### config.mk
export PLATFORM = sky130hd
export DESIGN_NAME = mem_req_sequencer
export DESIGN_NICKNAME = d
export VERILOG_FILES = /design/src/rtl/mem_req_sequencer.sv
export SDC_FILE = /design/constraint.sdc
export NUM_CORES = 1
export LEC_CHECK = 0
export ABC_CLOCK_PERIOD_IN_PS = 4400
export CORE_ASPECT_RATIO = 1.2
export CORE_MARGIN = 3
export CORE_UTILIZATION = 40
export DETAILED_ROUTE_END_ITERATION = 10
export PLACE_DENSITY = 0.71
export RECOVER_POWER = 100
export SYNTH_ARGS = -nofsm -noshare
export SYNTH_HDL_FRONTEND = slang
export SYNTH_SLANG_ARGS = --single-unit
### constraint.sdc
create_clock -name clk -period 4.4 [get_ports clk]
set_clock_uncertainty 0.2 [all_clocks]
set_input_delay 0.66 -clock clk [delete_from_list [all_inputs] [get_ports clk]]
set_output_delay 0.66 -clock clk [all_outputs]
set_load 0.03 [all_outputs]
### src/rtl/mem_req_sequencer.sv
// -----------------------------------------------------------------------------
// mem_req_sequencer
//
// Command front-end for the dual-port coded RAM (dp_mem_merged). Client
// requests are queued in a small FIFO. Bursts are expanded into single-beat
// accesses, one beat per cycle. Read data comes back as tagged one-cycle
// responses.
//
// Optional feature macro: SEQ_WR_VERIFY_EN
//   When defined, every write beat is followed by a read-back of the same
//   address. The returned word is compared with the expected coded word.
//   A mismatch sets the sticky verify_err flag.
//   When undefined, verify_err is tied to 0.
//
// Ports
//   clk, rst                    clock (rising edge), synchronous active-high reset
//   req_valid/req_ready         request handshake; req_ready == !full
//   req_wr, req_burst           op type; a burst is BURST_LEN beats
//   req_addr, req_wdata         start address and beat-0 write data
//   mem_enb/wr/rd/burst         memory command pins (all registered)
//   mem_w_addr/r_addr/w_data    memory address/data pins (registered)
//   mem_r_data                  memory read data (valid the cycle after a read)
//   rsp_valid/data/addr         read response; arrives 2 cycles after the read beat
//   busy                        sequencer active, FIFO non-empty or read pending
//   verify_err                  sticky write-verify mismatch
// -----------------------------------------------------------------------------
module mem_req_sequencer #(
  parameter int ADDR_W     = 5,
  parameter int DATA_W     = 8,
  parameter int FIFO_DEPTH = 4,
  parameter int BURST_LEN  = 4
) (
  input  logic              clk,
  input  logic              rst,
  input  logic              req_valid,
  output logic              req_ready,
  input  logic              req_wr,
  input  logic              req_burst,
  input  logic [ADDR_W-1:0] req_addr,
  input  logic [DATA_W-1:0] req_wdata,
  output logic              mem_enb,
  output logic              mem_wr,
  output logic              mem_rd,
  output logic              mem_burst,
  output logic [ADDR_W-1:0] mem_w_addr,
  output logic [ADDR_W-1:0] mem_r_addr,
  output logic [DATA_W-1:0] mem_w_data,
  input  logic [DATA_W-1:0] mem_r_data,
  output logic              rsp_valid,
  output logic [DATA_W-1:0] rsp_data,
  output logic [ADDR_W-1:0] rsp_addr,
  output logic              busy,
  output logic              verify_err
);

  localparam int PTR_W = (FIFO_DEPTH > 1) ? $clog2(FIFO_DEPTH) : 1;
  localparam int CNT_W = PTR_W + 1;
  localparam int BC_W  = (BURST_LEN > 1) ? $clog2(BURST_LEN) : 1;
  localparam int ENT_W = 2 + ADDR_W + DATA_W;

`ifdef SEQ_WR_VERIFY_EN
  typedef enum logic [1:0] {ST_IDLE = 2'd0, ST_ISSUE = 2'd1, ST_VERIFY = 2'd2} state_t;

  localparam int POP_W = $clog2(DATA_W + 1);

  // Word the memory is expected to hold: inverted when more than half the bits are set.
  function automatic logic [DATA_W-1:0] inv_code(input logic [DATA_W-1:0] d);
    logic [POP_W-1:0] ones;
    ones = {POP_W{1'b0}};
    for (int k = 0; k < DATA_W; k++) begin
      ones = ones + POP_W'(d[k]);
    end
    return (ones > POP_W'(DATA_W / 2)) ? ~d : d;
  endfunction
`else
  typedef enum logic [1:0] {ST_IDLE = 2'd0, ST_ISSUE = 2'd1} state_t;
`endif

  state_t state_r, state_nxt_s;

  logic [ENT_W-1:0] fifo_mem_r [FIFO_DEPTH];
  logic [PTR_W-1:0] wr_ptr_r, rd_ptr_r;
  logic [CNT_W-1:0] count_r;
  logic [BC_W-1:0]  beat_cnt_r;

  logic              full_s, empty_s, push_s, pop_s, load_s, verify_due_s, last_beat_s;
  logic              head_wr_s, head_burst_s;
  logic [ADDR_W-1:0] head_addr_s, beat_addr_s;
  logic [DATA_W-1:0] head_wdata_s, beat_data_s;
  logic [2:0]        beat_low_s;

  logic              enb_nxt_s, wr_nxt_s, rd_nxt_s;
  logic [ADDR_W-1:0] w_addr_nxt_s, r_addr_nxt_s;
  logic [DATA_W-1:0] w_data_nxt_s;

  logic              mem_enb_r, mem_wr_r, mem_rd_r;
  logic [ADDR_W-1:0] mem_w_addr_r, mem_r_addr_r;
  logic [DATA_W-1:0] mem_w_data_r;

  logic              rd_pend_r;
  logic [ADDR_W-1:0] pend_addr_r;
  logic              rsp_valid_r;
  logic [DATA_W-1:0] rsp_data_r;
  logic [ADDR_W-1:0] rsp_addr_r;

  assign full_s  = (count_r == CNT_W'(FIFO_DEPTH));
  assign empty_s = (count_r == {CNT_W{1'b0}});
  assign push_s  = req_valid & ~full_s;

  assign {head_wr_s, head_burst_s, head_addr_s, head_wdata_s} = fifo_mem_r[rd_ptr_r];

  assign last_beat_s = head_burst_s ? (beat_cnt_r == BC_W'(BURST_LEN - 1)) : 1'b1;

  // Beats wrap inside the 8-entry row of the selected bank; bit 3 is always cleared.
  assign beat_low_s  = head_addr_s[2:0] + 3'(beat_cnt_r);
  assign beat_addr_s = {head_addr_s[ADDR_W-1], {(ADDR_W-4){1'b0}}, beat_low_s};
  assign beat_data_s = head_wdata_s + DATA_W'(beat_cnt_r);

`ifdef SEQ_WR_VERIFY_EN
  // A write beat on the pins now forces a read-back next cycle.
  assign verify_due_s = (state_r == ST_ISSUE) & mem_wr_r;
`else
  assign verify_due_s = 1'b0;
`endif

  // A beat is loaded into the pin registers whenever one is queued and no read-back is owed.
  assign load_s = ~empty_s & ~verify_due_s;
  assign pop_s  = load_s & last_beat_s;

  // Request storage; contents are qualified by the pointers, so they need no reset.
  always_ff @(posedge clk) begin
    if (push_s) begin
      fifo_mem_r[wr_ptr_r] <= {req_wr, req_burst, req_addr, req_wdata};
    end
  end

  // FIFO pointers, occupancy and beat counter of the head request.
  always_ff @(posedge clk) begin
    if (rst) begin
      wr_ptr_r   <= {PTR_W{1'b0}};
      rd_ptr_r   <= {PTR_W{1'b0}};
      count_r    <= {CNT_W{1'b0}};
      beat_cnt_r <= {BC_W{1'b0}};
    end else begin
      if (push_s) begin
        wr_ptr_r <= wr_ptr_r + PTR_W'(1);
      end
      if (pop_s) begin
        rd_ptr_r <= rd_ptr_r + PTR_W'(1);
      end
      case ({push_s, pop_s})
        2'b10:   count_r <= count_r + CNT_W'(1);
        2'b01:   count_r <= count_r - CNT_W'(1);
        default: count_r <= count_r;
      endcase
      if (load_s) begin
        beat_cnt_r <= last_beat_s ? {BC_W{1'b0}} : beat_cnt_r + BC_W'(1);
      end
    end
  end

  // FSM state register.
  always_ff @(posedge clk) begin
    if (rst) begin
      state_r <= ST_IDLE;
    end else begin
      state_r <= state_nxt_s;
    end
  end

  // FSM next-state logic; the state names what the pin registers carry next cycle.
  always_comb begin
    state_nxt_s = ST_IDLE;
    case (state_r)
      ST_IDLE: begin
        if (load_s) state_nxt_s = ST_ISSUE;
        else        state_nxt_s = ST_IDLE;
      end
      ST_ISSUE: begin
`ifdef SEQ_WR_VERIFY_EN
        if (verify_due_s) state_nxt_s = ST_VERIFY;
        else if (load_s)  state_nxt_s = ST_ISSUE;
        else              state_nxt_s = ST_IDLE;
`else
        if (load_s) state_nxt_s = ST_ISSUE;
        else        state_nxt_s = ST_IDLE;
`endif
      end
`ifdef SEQ_WR_VERIFY_EN
      ST_VERIFY: begin
        if (load_s) state_nxt_s = ST_ISSUE;
        else        state_nxt_s = ST_IDLE;
      end
`endif
      default: state_nxt_s = ST_IDLE;
    endcase
  end

  // FSM output logic: next value of the memory command pins.
  always_comb begin
    enb_nxt_s    = 1'b0;
    wr_nxt_s     = 1'b0;
    rd_nxt_s     = 1'b0;
    w_addr_nxt_s = {ADDR_W{1'b0}};
    r_addr_nxt_s = {ADDR_W{1'b0}};
    w_data_nxt_s = {DATA_W{1'b0}};
    if (verify_due_s) begin
      // Read back the address just written; write data is held but ignored.
      enb_nxt_s    = 1'b1;
      rd_nxt_s     = 1'b1;
      w_addr_nxt_s = mem_w_addr_r;
      r_addr_nxt_s = mem_w_addr_r;
      w_data_nxt_s = mem_w_data_r;
    end else if (load_s) begin
      enb_nxt_s    = 1'b1;
      wr_nxt_s     = head_wr_s;
      rd_nxt_s     = ~head_wr_s;
      w_addr_nxt_s = beat_addr_s;
      r_addr_nxt_s = beat_addr_s;
      w_data_nxt_s = head_wr_s ? beat_data_s : {DATA_W{1'b0}};
    end else begin
      enb_nxt_s = 1'b0;
    end
  end

  // Memory pin registers.
  always_ff @(posedge clk) begin
    if (rst) begin
      mem_enb_r    <= 1'b0;
      mem_wr_r     <= 1'b0;
      mem_rd_r     <= 1'b0;
      mem_w_addr_r <= {ADDR_W{1'b0}};
      mem_r_addr_r <= {ADDR_W{1'b0}};
      mem_w_data_r <= {DATA_W{1'b0}};
    end else begin
      mem_enb_r    <= enb_nxt_s;
      mem_wr_r     <= wr_nxt_s;
      mem_rd_r     <= rd_nxt_s;
      mem_w_addr_r <= w_addr_nxt_s;
      mem_r_addr_r <= r_addr_nxt_s;
      mem_w_data_r <= w_data_nxt_s;
    end
  end

  // Read tracking: the memory's r_data is valid the cycle after a read beat.
  always_ff @(posedge clk) begin
    if (rst) begin
      rd_pend_r   <= 1'b0;
      pend_addr_r <= {ADDR_W{1'b0}};
    end else begin
      rd_pend_r   <= mem_enb_r & mem_rd_r;
      pend_addr_r <= mem_r_addr_r;
    end
  end

`ifdef SEQ_WR_VERIFY_EN
  logic              pend_verify_r;
  logic [DATA_W-1:0] vexp_r;
  logic              verify_err_r;

  // Remember whether the pending read is a read-back and what it should return.
  always_ff @(posedge clk) begin
    if (rst) begin
      pend_verify_r <= 1'b0;
      vexp_r        <= {DATA_W{1'b0}};
    end else begin
      pend_verify_r <= (state_r == ST_VERIFY);
      vexp_r        <= inv_code(mem_w_data_r);
    end
  end

  // Sticky read-back mismatch flag.
  always_ff @(posedge clk) begin
    if (rst) begin
      verify_err_r <= 1'b0;
    end else begin
      verify_err_r <= verify_err_r | (rd_pend_r & pend_verify_r & (mem_r_data != vexp_r));
    end
  end

  assign verify_err = verify_err_r;
`else
  logic pend_verify_r;

  assign pend_verify_r = 1'b0;
  assign verify_err    = 1'b0;
`endif

  // Response registers; read-backs never produce a response.
  always_ff @(posedge clk) begin
    if (rst) begin
      rsp_valid_r <= 1'b0;
      rsp_data_r  <= {DATA_W{1'b0}};
      rsp_addr_r  <= {ADDR_W{1'b0}};
    end else begin
      rsp_valid_r <= rd_pend_r & ~pend_verify_r;
      if (rd_pend_r & ~pend_verify_r) begin
        rsp_data_r <= mem_r_data;
        rsp_addr_r <= pend_addr_r;
      end
    end
  end

  assign req_ready  = ~full_s;
  assign mem_enb    = mem_enb_r;
  assign mem_wr     = mem_wr_r;
  assign mem_rd     = mem_rd_r;
  assign mem_burst  = 1'b0;
  assign mem_w_addr = mem_w_addr_r;
  assign mem_r_addr = mem_r_addr_r;
  assign mem_w_data = mem_w_data_r;
  assign rsp_valid  = rsp_valid_r;
  assign rsp_data   = rsp_data_r;
  assign rsp_addr   = rsp_addr_r;
  assign busy       = (state_r != ST_IDLE) | ~empty_s | rd_pend_r;

endmodule

# Word-level counts from Yosys, hierarchy flattened
# Memory sizes are Yosys's and may differ from the RTL's. A register that Yosys moved wholly into a read port is not among the register bits.
# Cells that the tools add are included.
[totals] regBits=47 mem_bits_rw=60 inputBits=26 output_inout_bits=39 word_cells=55 mem_count=1
[memory_table] name="fifo_mem_r" words=4 word_bits=15 read_ports=1 rd_ports_with_merged_regs=1 wr=1 line_no="81" text="logic [ENT_W-1:0] fifo_mem_r [FIFO_DEPTH];"
[op_classes] n_addsub=7 eq_ne=5 muxes=9 bitwise=9 reduce_logical=8
[ops] operator="$add 8x2->8" count=1
[ops] operator="$add 2x1->2 const B" count=3
[ops] operator="$mux 2" count=3
[ops] operator="$pmux 3 s2" count=1
[ops] operator="$reduce_or 2->1" count=3
[ops] operator="$mux 1" count=5
[ops] operator="$eq 2x1->1 const B" count=2
[ops] operator="$eq 2x2->1 const B" count=2
[ops] operator="$not 1->1" count=4
[ops] operator="$reduce_bool 2->1" count=2
[ops] operator="$add 3x1->3 const B" count=1
[ops] operator="$add 3x2->3" count=1
[ops] operator="$and 1x1->1" count=3
[ops] operator="$eq 3x3->1 const B" count=1
[ops] operator="$logic_not 3->1" count=1
[ops] operator="$reduce_or 3->1" count=1
[ops] operator="$sub 3x1->3 const B" count=1
[ops] operator="$logic_not 2->1" count=1
[ops] operator="$or 1x1->1" count=2

# Longest topological paths before layout
# Gate-level depths: netlist of run 1.
[depth] ltp_word=5 mapped_depth=9

# Worst setup path after synthesis of run 1
# OpenSTA, ideal clock, no wires.
[synth_path] kind="reg2reg" from="reg count_r[0]" to="reg count_r[2]" setup_time_ns=0.071 arrival_time_ns=2.174 required_ns=4.129 setup_slack_ns=1.956 stages_incl_launch_ff=9 path_buffers=0 synth_period_minus_slack_ns=2.444 cell_sequence="dfxtp_1 > or3b_1 > and2_1 > inv_1 > ha_1 > fa_1 > xnor2_1 > or3_1 > a21oi_1"
[synth_between] elab_chain_len=5 word_cells_on_any_way=12
[synth_rtl] item="start, declared" line_no="83" text="logic [CNT_W-1:0] count_r;"
[synth_rtl] item="start signal, assigned" line_no="142" text="count_r <= {CNT_W{1'b0}};"
[synth_rtl] item="start signal, assigned" line_no="152" text="2'b10: count_r <= count_r + CNT_W'(1);"
[synth_rtl] item="start signal, assigned" line_no="153" text="2'b01: count_r <= count_r - CNT_W'(1);"
[synth_rtl] item="$eq 3x3->1 *" line_no="106" text="assign full_s = (count_r == CNT_W'(FIFO_DEPTH));"
[synth_rtl] item="$not 1->1 *"
[synth_rtl] item="net req_ready" line_no="36" text="output logic req_ready,"
[synth_rtl] item="$and 1x1->1 *" line_no="108" text="assign push_s = req_valid & ~full_s;"
[synth_rtl] item="$eq 2x1->1 / $eq 2x2->1 (equally long branches)" line_no="151" text="case ({push_s, pop_s})"
[synth_rtl] item="$pmux 3 s2 / $reduce_bool 2->1 (equally long branches)"
# Mark *: on every way through the listed nets, which the timed path passes. The rest lies on a longest branch.
# A chain may end at the register's enable or synchronous reset.

==> reports/summary.log, run 1 <==
INFO  status         result_of_the_run=completed
INFO  worst_setup_path timing.critical_path.to_type=flop
INFO  routing        dr.pass1.iters=4
INFO  final_layout   antenna_diode_count=0
INFO  final_layout   syn_to_final_growth=20.03%
INFO  worst_setup_path critical_path_peak_fanout=8
INFO  timing         layout_min_cycle_time=3.436ns
INFO  clocking       clkSinkCount=100
INFO  worst_setup_path critPathArrivalTime=3.51ns
INFO  placed_design  place_congestion=0.7067
INFO  timing         drv_slew=0
INFO  routing        drt-total-wl=6097um
INFO  pwr            power_leakage=0.001731uW
INFO  final_layout   finish.net_count=344
INFO  yosys          ys_seq_elements=100
INFO  floorplan      total_die_area=10850squm
INFO  floorplan      core_box_area=9224squm
INFO  routing        post-route-drc-count=0
INFO  yosys          synth_top_cell_by_area=sky130_fd_sc_hd__edfxtp_1
INFO  floorplan      row_count=38
INFO  routing        routed-via-count=2032
INFO  global_routing grt_max_degree=32
INFO  timing         timing.final.crit_share=78.10%
INFO  clocking       clock-root-buffer=sky130_fd_sc_hd__clkbuf_8
INFO  pwr            max-vdd-ir-drop=0.1757mV
INFO  pwr            power_density=508.5nW/um^2
INFO  yosys          synth_area=3854squm
INFO  timing         rsz_0062_raised_after_global_routing=false
INFO  global_routing grt_pass1_wl=9922um
INFO  yosys          synthTopCellsByArea=sky130_fd_sc_hd__edfxtp_1, sky130_fd_sc_hd__dfxtp_1, sky130_fd_sc_hd__mux4_1, sky130_fd_sc_hd__mux2i_1, sky130_fd_sc_hd__mux4_2
INFO  yosys          yosys_most_used_dff=sky130_fd_sc_hd__edfxtp_1
INFO  yosys          synth.cells.most_frequent=sky130_fd_sc_hd__edfxtp_1, sky130_fd_sc_hd__dfxtp_1, sky130_fd_sc_hd__nor2_1
INFO  yosys          sequential_cell_area_fraction_in_the_yosys_report=66.49%
INFO  placed_design  dpl.hpwl=4220um
INFO  timing         fmaxAchievable=291.0MHz
INFO  routing        antenna_left=0
INFO  floorplan      io_pins=65
INFO  floorplan      initial_utilization=41.78%
INFO  run            max_cap_violations=0
INFO  worst_setup_path cp-start-kind=flop
INFO  clocking       post_cts.resized_instances=0
INFO  final_layout   n_fill_cell=821
INFO  yosys          ys_async_sr_fraction=0%
INFO  clocking       clk_pin_slew_worst_paths=0.10ns
INFO  global_routing antenna_found_initial=0
INFO  global_routing global_route.overflow_total=0
INFO  floorplan      die_height=113.5um
INFO  pwr            report.power.total=2352uW
INFO  timing         slew_headroom=12.32%
INFO  worst_setup_path timing.reg2reg.setup_slack=0.96ns
INFO  clocking       cts_made_buffers=9
INFO  routing        initialDrtViolationCount=80
INFO  worst_setup_path critPathKind=reg -> reg
INFO  yosys          mean_post_synth_cell_area=15.48squm
INFO  timing         timing.final.setup_violations=0
INFO  global_routing gr-usage-all-layers=11.96%
INFO  routing        post_drt_via_cell_ratio=4.715
INFO  yosys          yosysTopAreaCellShare=43.64%
INFO  clocking       holdBufCountCts=0
INFO  worst_setup_path critical_path_required=4.47ns
INFO  yosys          ys_types=34
INFO  timing         finalSetupTns=0ns
INFO  min_path       min_path_type=reg -> reg
INFO  yosys          synth-edff-count=56
INFO  clocking       clk-insertion-delay-late=0.35ns
INFO  routing        drt-wirelength-per-cell=14.15um
INFO  clocking       postCtsSetupRepairBufs=0
INFO  clocking       htreeDepth=3
INFO  placed_design  buffer_ports.inserted=58
INFO  timing         worst-slew-pin-transition=1.315ns
INFO  global_routing first_global_vias=2035
INFO  clocking       tritoncts_clock_tree=done
INFO  clocking       max-clock-path-buffers=2
INFO  floorplan      chipWidth=95.60um
INFO  final_layout   post_route_cells_drive_above_1_share=7.395%
INFO  yosys          post-synth-top-count-cell=sky130_fd_sc_hd__edfxtp_1
INFO  timing         timing_hold_violations_final=0
INFO  yosys          synth_warnings=0
INFO  yosys          netlist_instances=249
worst paths after layout:
path,start,endpoint,depth (start not counted)
worst min-delay path,pend_addr_r[4],rsp_addr[4],2
worst min register to register,pend_addr_r[4],rsp_addr[4],2
worst max register to register,flop,count_r[2],8
worst max-delay path,flop,count_r[2],8
state kept, by name, summed over array words and instances, names as in the netlist, named ones only:
signal / cells
fifo_mem_r: 56
mem_w_data: 8
rsp_data: 8
mem_r_addr: 4
pend_addr_r: 4
rsp_addr: 4
count_r: 3
beat_cnt_r: 2
rd_ptr_r: 2
wr_ptr_r: 2
mem_enb: 1
mem_rd: 1
mem_wr: 1
rd_pend_r: 1
rsp_valid: 1
kinds of logic after synthesis:
kind of cell | after synthesis | share of synthesized area (%)
compound gates | 11 | 2.013
xor+xnor | 10 | 2.273
fa+ha+maj | 12 | 4.481
buf+inv | 29 | 4.350
flops | 100 | 66.49
mux | 28 | 12.60
other cells | 1 | 0.09731
simple gates | 58 | 7.695
metal layers:
| layer | global-route usage [%] | vias to the layer above | share of wire [%] |
|---|---|---|---|
| met3 | 2.704 | 6 | 5.0 |
| met1 | 15.34 | 975 | 44 |
| met5 | 0 | - | 0 |
| li1 | - | 999 | - |
| met2 | 19.67 | 52 | 49 |
| met4 | 4.554 | 0 | 1.3 |
report_power, final:
group          switching [uW]  internal (uW)
Clock                     301            207
Sequential               71.0           1120
Combinational             376            279
Total                     748           1600
layout make-up:
type / count / area, sq um / share of cell area [%]
multi-input cells: 124 / 1119 / 24.18
well taps: 120 / 150.1 / 3.246
flip-flops and latches: 100 / 2562 / 55.40
inverters: 11 / 41.29 / 0.8926
clock buffers: 10 / 127.6 / 2.759
clock inverters: 6 / 37.54 / 0.8115
repair buffers: 60 / 588.1 / 12.71
per-stage QoR:
step	std cells	area, sq um	worst slack (ns)	utilization [%]	hold WS (ns)
floorplan	253	3869	1.956	-	0.2403
global placement	415	4488	1.523	48.66	0.2463
detailed placement	415	4488	1.478	48.66	0.2569
CTS	431	4653	1.381	50.45	0.2786
global route	431	4626	0.6843	50.15	0.2984
finish	431	4626	0.9635	50.15	0.2702
worst max-delay path: stages, from the launching register on:
cell                       delay, ns
sky130_fd_sc_hd__dfxtp_1        0.61
sky130_fd_sc_hd__clkbuf_1       0.50
sky130_fd_sc_hd__mux4_2         0.57
sky130_fd_sc_hd__a21oi_1        0.46
sky130_fd_sc_hd__ha_1           0.31
sky130_fd_sc_hd__fa_1           0.20
sky130_fd_sc_hd__xnor2_1        0.07
sky130_fd_sc_hd__or3_1          0.30
sky130_fd_sc_hd__a21oi_1        0.13
placed cells by master (no fill, tap or decap), drive strengths merged, types with 4 or more instances in the layout:
master	instances
or3	5
and3	7
nor2b	5
dfxtp	44
a21oi	6
xnor2	4
nand2	6
mux4	14
dlygate4sd3	50
nor2	23
mux2i	14
clkdlybuf4s50	8
edfxtp	56
ha	9
inv	15
nor3	6
conb	5
xor2	6
clkbuf	12
No activity file was read; power rests on OpenSTA's default activity.
==> inputs of run 2 (changes only) <==
Settings changed: ABC_CLOCK_PERIOD_IN_PS 4400 to 3400.
Clock period 4.4 ns to 3.4 ns, I/O delays scaled along.
==> reports/summary.log, run 2 (same netlist as run 1, synthesis figures left out) <==
INFO  routing        routed_length_on_met3=314um [+3.3%]
INFO  routing        initialDrtViolationCount=94 [+18%]
INFO  pwr            max-vdd-ir-drop=0.2626mV [+49%]
INFO  timing         layout_min_cycle_time=2.969ns
INFO  min_path       whs_path_depth=2 [unchanged]
INFO  min_path       timing.hold.worst_endpoint=rsp_addr[4]
INFO  floorplan      die_height=113.5um [unchanged]
INFO  pwr            power_leakage=0.001761uW [+1.7%]
INFO  global_routing first_global_vias=1972 [-3.1%]
INFO  worst_setup_path critical_path_required=2.69ns [-1.78 ns]
INFO  routing        met2RoutedLength=2940um [-2.3%]
INFO  clocking       clk_pin_slew_worst_paths=0.10ns [about the same]
INFO  pwr            pwr-share-seq=49.1% [-1.4 points]
INFO  timing         worst-slew-pin-transition=0.7374ns [-0.5777 ns]
INFO  pwr            p_switching=996.8uW [+33%]
INFO  placed_design  place_worst_setup_slack=0.6364ns [-0.8413 ns]
INFO  run            max_cap_violations=0 [unchanged]
INFO  timing         timing_hold_violations_final=0 [unchanged]
INFO  clocking       tritoncts_clock_tree=done
INFO  placed_design  buffer_ports.inserted=58 [unchanged]
INFO  floorplan      io_pins=65 [unchanged]
INFO  final_layout   multiInputGateArea=1119squm [unchanged]
INFO  final_layout   largest_register_ff_count=56 [unchanged]
INFO  clocking       max-clock-path-buffers=2 [unchanged]
INFO  worst_setup_path critical_path_peak_fanout=5 [-3]
INFO  clocking       post_cts.resized_instances=0 [unchanged]
INFO  pwr            power_density=667.8nW/um^2 [+31%]
INFO  global_routing grt_pass1_wl=9991um [+0.70%]
INFO  worst_setup_path critPathKind=reg -> out
INFO  worst_setup_path timing.critical_path.to_type=primary output
INFO  worst_setup_path critPathArrivalTime=2.26ns [-1.25 ns]
INFO  final_layout   finish.instance_area=4677squm [+1.1%]
INFO  floorplan      total_die_area=10850squm [unchanged]
INFO  final_layout   post_route_cells_drive_above_1_share=8.917% [+1.5 points]
INFO  timing         drv_slew=0 [unchanged]
INFO  routing        post-route-drc-count=0 [unchanged]
INFO  floorplan      initial_utilization=41.78% [unchanged]
INFO  worst_setup_path crit-reg2reg-capture=count_r[2]
INFO  routing        post_drt_via_cell_ratio=4.657 [-1.2%]
INFO  min_path       min_path_type=reg -> reg
INFO  global_routing antenna_found_initial=0 [unchanged]
INFO  clocking       holdBufCountCts=0 [unchanged]
INFO  final_layout   layout.area.seq=2562squm [unchanged]
INFO  routing        dr.pass1.iters=4 [unchanged]
INFO  final_layout   layout.cells.non_filler=434 [+0.70%]
INFO  global_routing global_route.overflow_total=0 [unchanged]
INFO  timing         rsz_0062_raised_after_global_routing=false
INFO  worst_setup_path timing.reg2reg.setup_slack=0.48ns [-0.48 ns]
INFO  routing        drt-wirelength-per-cell=13.82um [-2.3%]
INFO  routing        antenna_left=0 [unchanged]
INFO  final_layout   mostFrequentLayoutCell=sky130_fd_sc_hd__edfxtp_1
INFO  pwr            cell_internal_pwr=2127uW [+33%]
INFO  final_layout   antenna_diode_count=0 [unchanged]
INFO  global_routing gr-usage-all-layers=12.16% [+0.20 points]
INFO  pwr            pwr-share-comb=27.9% [about the same]
INFO  timing         finalSetupTns=0ns [unchanged]
INFO  timing         timing.final.setup_violations=0 [unchanged]
INFO  floorplan      row_count=38 [unchanged]
INFO  floorplan      core_box_area=9224squm [unchanged]
INFO  placed_design  dpl.hpwl=4219um [about the same]
INFO  pwr            sw_frac_of_total=31.91% [+0.10 points]
INFO  clocking       htreeDepth=3 [unchanged]
INFO  worst_setup_path cp-start-kind=flop
INFO  clocking       clk-insertion-delay-late=0.36ns [about the same]
INFO  routing        met1_length=2662um [-1.5%]
INFO  clocking       clkSinkCount=100 [unchanged]
INFO  timing         slew_headroom=50.84% [+39 points]
INFO  timing         fmaxAchievable=336.8MHz
INFO  timing         timing.final.crit_share=87.32%
INFO  clocking       postCtsSetupRepairBufs=0 [unchanged]
INFO  final_layout   layout_common_cells=sky130_fd_sc_hd__edfxtp_1, sky130_fd_sc_hd__dlygate4sd3_1, sky130_fd_sc_hd__dfxtp_1, sky130_fd_sc_hd__nor2_1, sky130_fd_sc_hd__mux2i_1
INFO  routing        route.top_layer_used=met4
INFO  placed_design  place_congestion=0.7076 [+0.13%]
INFO  placed_design  post-place-cells=418 [+0.72%]
INFO  min_path       holdCritStartpoint=pend_addr_r[4]
INFO  placed_design  detailed_place.area=4511squm [+0.50%]
INFO  status         result_of_the_run=completed
INFO  final_layout   largest_register=fifo_mem_r
INFO  final_layout   syn_to_final_growth=21.36%
INFO  timing         setup_ws=0.4310ns [-0.5326 ns]
INFO  final_layout   n_fill_cell=796 [-3.0%]
INFO  final_layout   finish.net_count=347 [+0.87%]
INFO  pwr            share_clk_of_total_power=23.1% [+1.5 points]
INFO  clocking       clock-root-buffer=sky130_fd_sc_hd__clkbuf_8
INFO  routing        drt-total-wl=5998um [-1.6%]
INFO  routing        routed-via-count=2021 [-0.54%]
INFO  worst_setup_path timing.reg2reg.worst_path_depth=7 [-1]
INFO  clocking       cts_made_buffers=9 [unchanged]
INFO  global_routing grt_max_degree=19 [-41%]
INFO  floorplan      chipWidth=95.60um [unchanged]
-- run 2: how the worst max path moves through the flow --
stage | from | endpoint | slack (ns)
2_1_floorplan | count_r[0] | count_r[2] | 0.96
3_3_place_gp | req_valid | count_r[2] | 0.67
3_5_place_dp | req_valid | count_r[2] | 0.64
4_1_cts | count_r[0] | busy | 0.49
5_1_grt | flop | count_r[2] | 0.28
6_report | count_r[0] | busy | 0.43
-- run 2: metal layers --
layer  track usage (%)  up-vias
met1             15.93      957
met4             4.839        0
met5                 0        -
met3             3.298        7
met2             19.16       51
li1                  -     1006
-- run 2: stage by stage --
stage	utilization, %	hold WS (ns)	power (uW)
6_report	50.71	0.2722	3123
5_1_grt	50.71	0.2957	3310
4_1_cts	50.96	0.2800	3227
3_5_place_dp	48.90	0.2552	2500
3_3_place_gp	48.90	0.2448	2480
2_1_floorplan	-	0.2403	2214
-- run 2: critical path, cell delays in order, from the launching register on --
cell and delay, ns:
sky130_fd_sc_hd__dfxtp_1 0.38, sky130_fd_sc_hd__or3_1 0.47, sky130_fd_sc_hd__or3_1 0.35, sky130_fd_sc_hd__dlygate4sd3_1 0.69
-- run 2: final cells by class --
type                       count  area share (%)
clock inverter                 6           1.124
sequential                   100           54.79
inverter                      11          0.8828
multi-input combinational    124           23.92
clock buffer                  10           2.943
timing repair buffer          63           13.14
tap                          120           3.210
-- run 2: power by group through the flow --
| stage | Sequential (uW) | Clock (uW) | Combinational, uW |
|---|---|---|---|
| finish | 1530 | 721 | 871 |
| global route | 1560 | 796 | 958 |
| CTS | 1540 | 750 | 939 |
| detailed placement | 1570 | 0 | 934 |
| global placement | 1560 | 0 | 921 |
| floorplan | 1630 | 0 | 582 |
==> inputs of run 3 (changes only) <==
Settings changed: TNS_END_PERCENT set to 30.
==> results of run 3 <==
The final DEF is identical to that of run 2; final timing and power are the same.
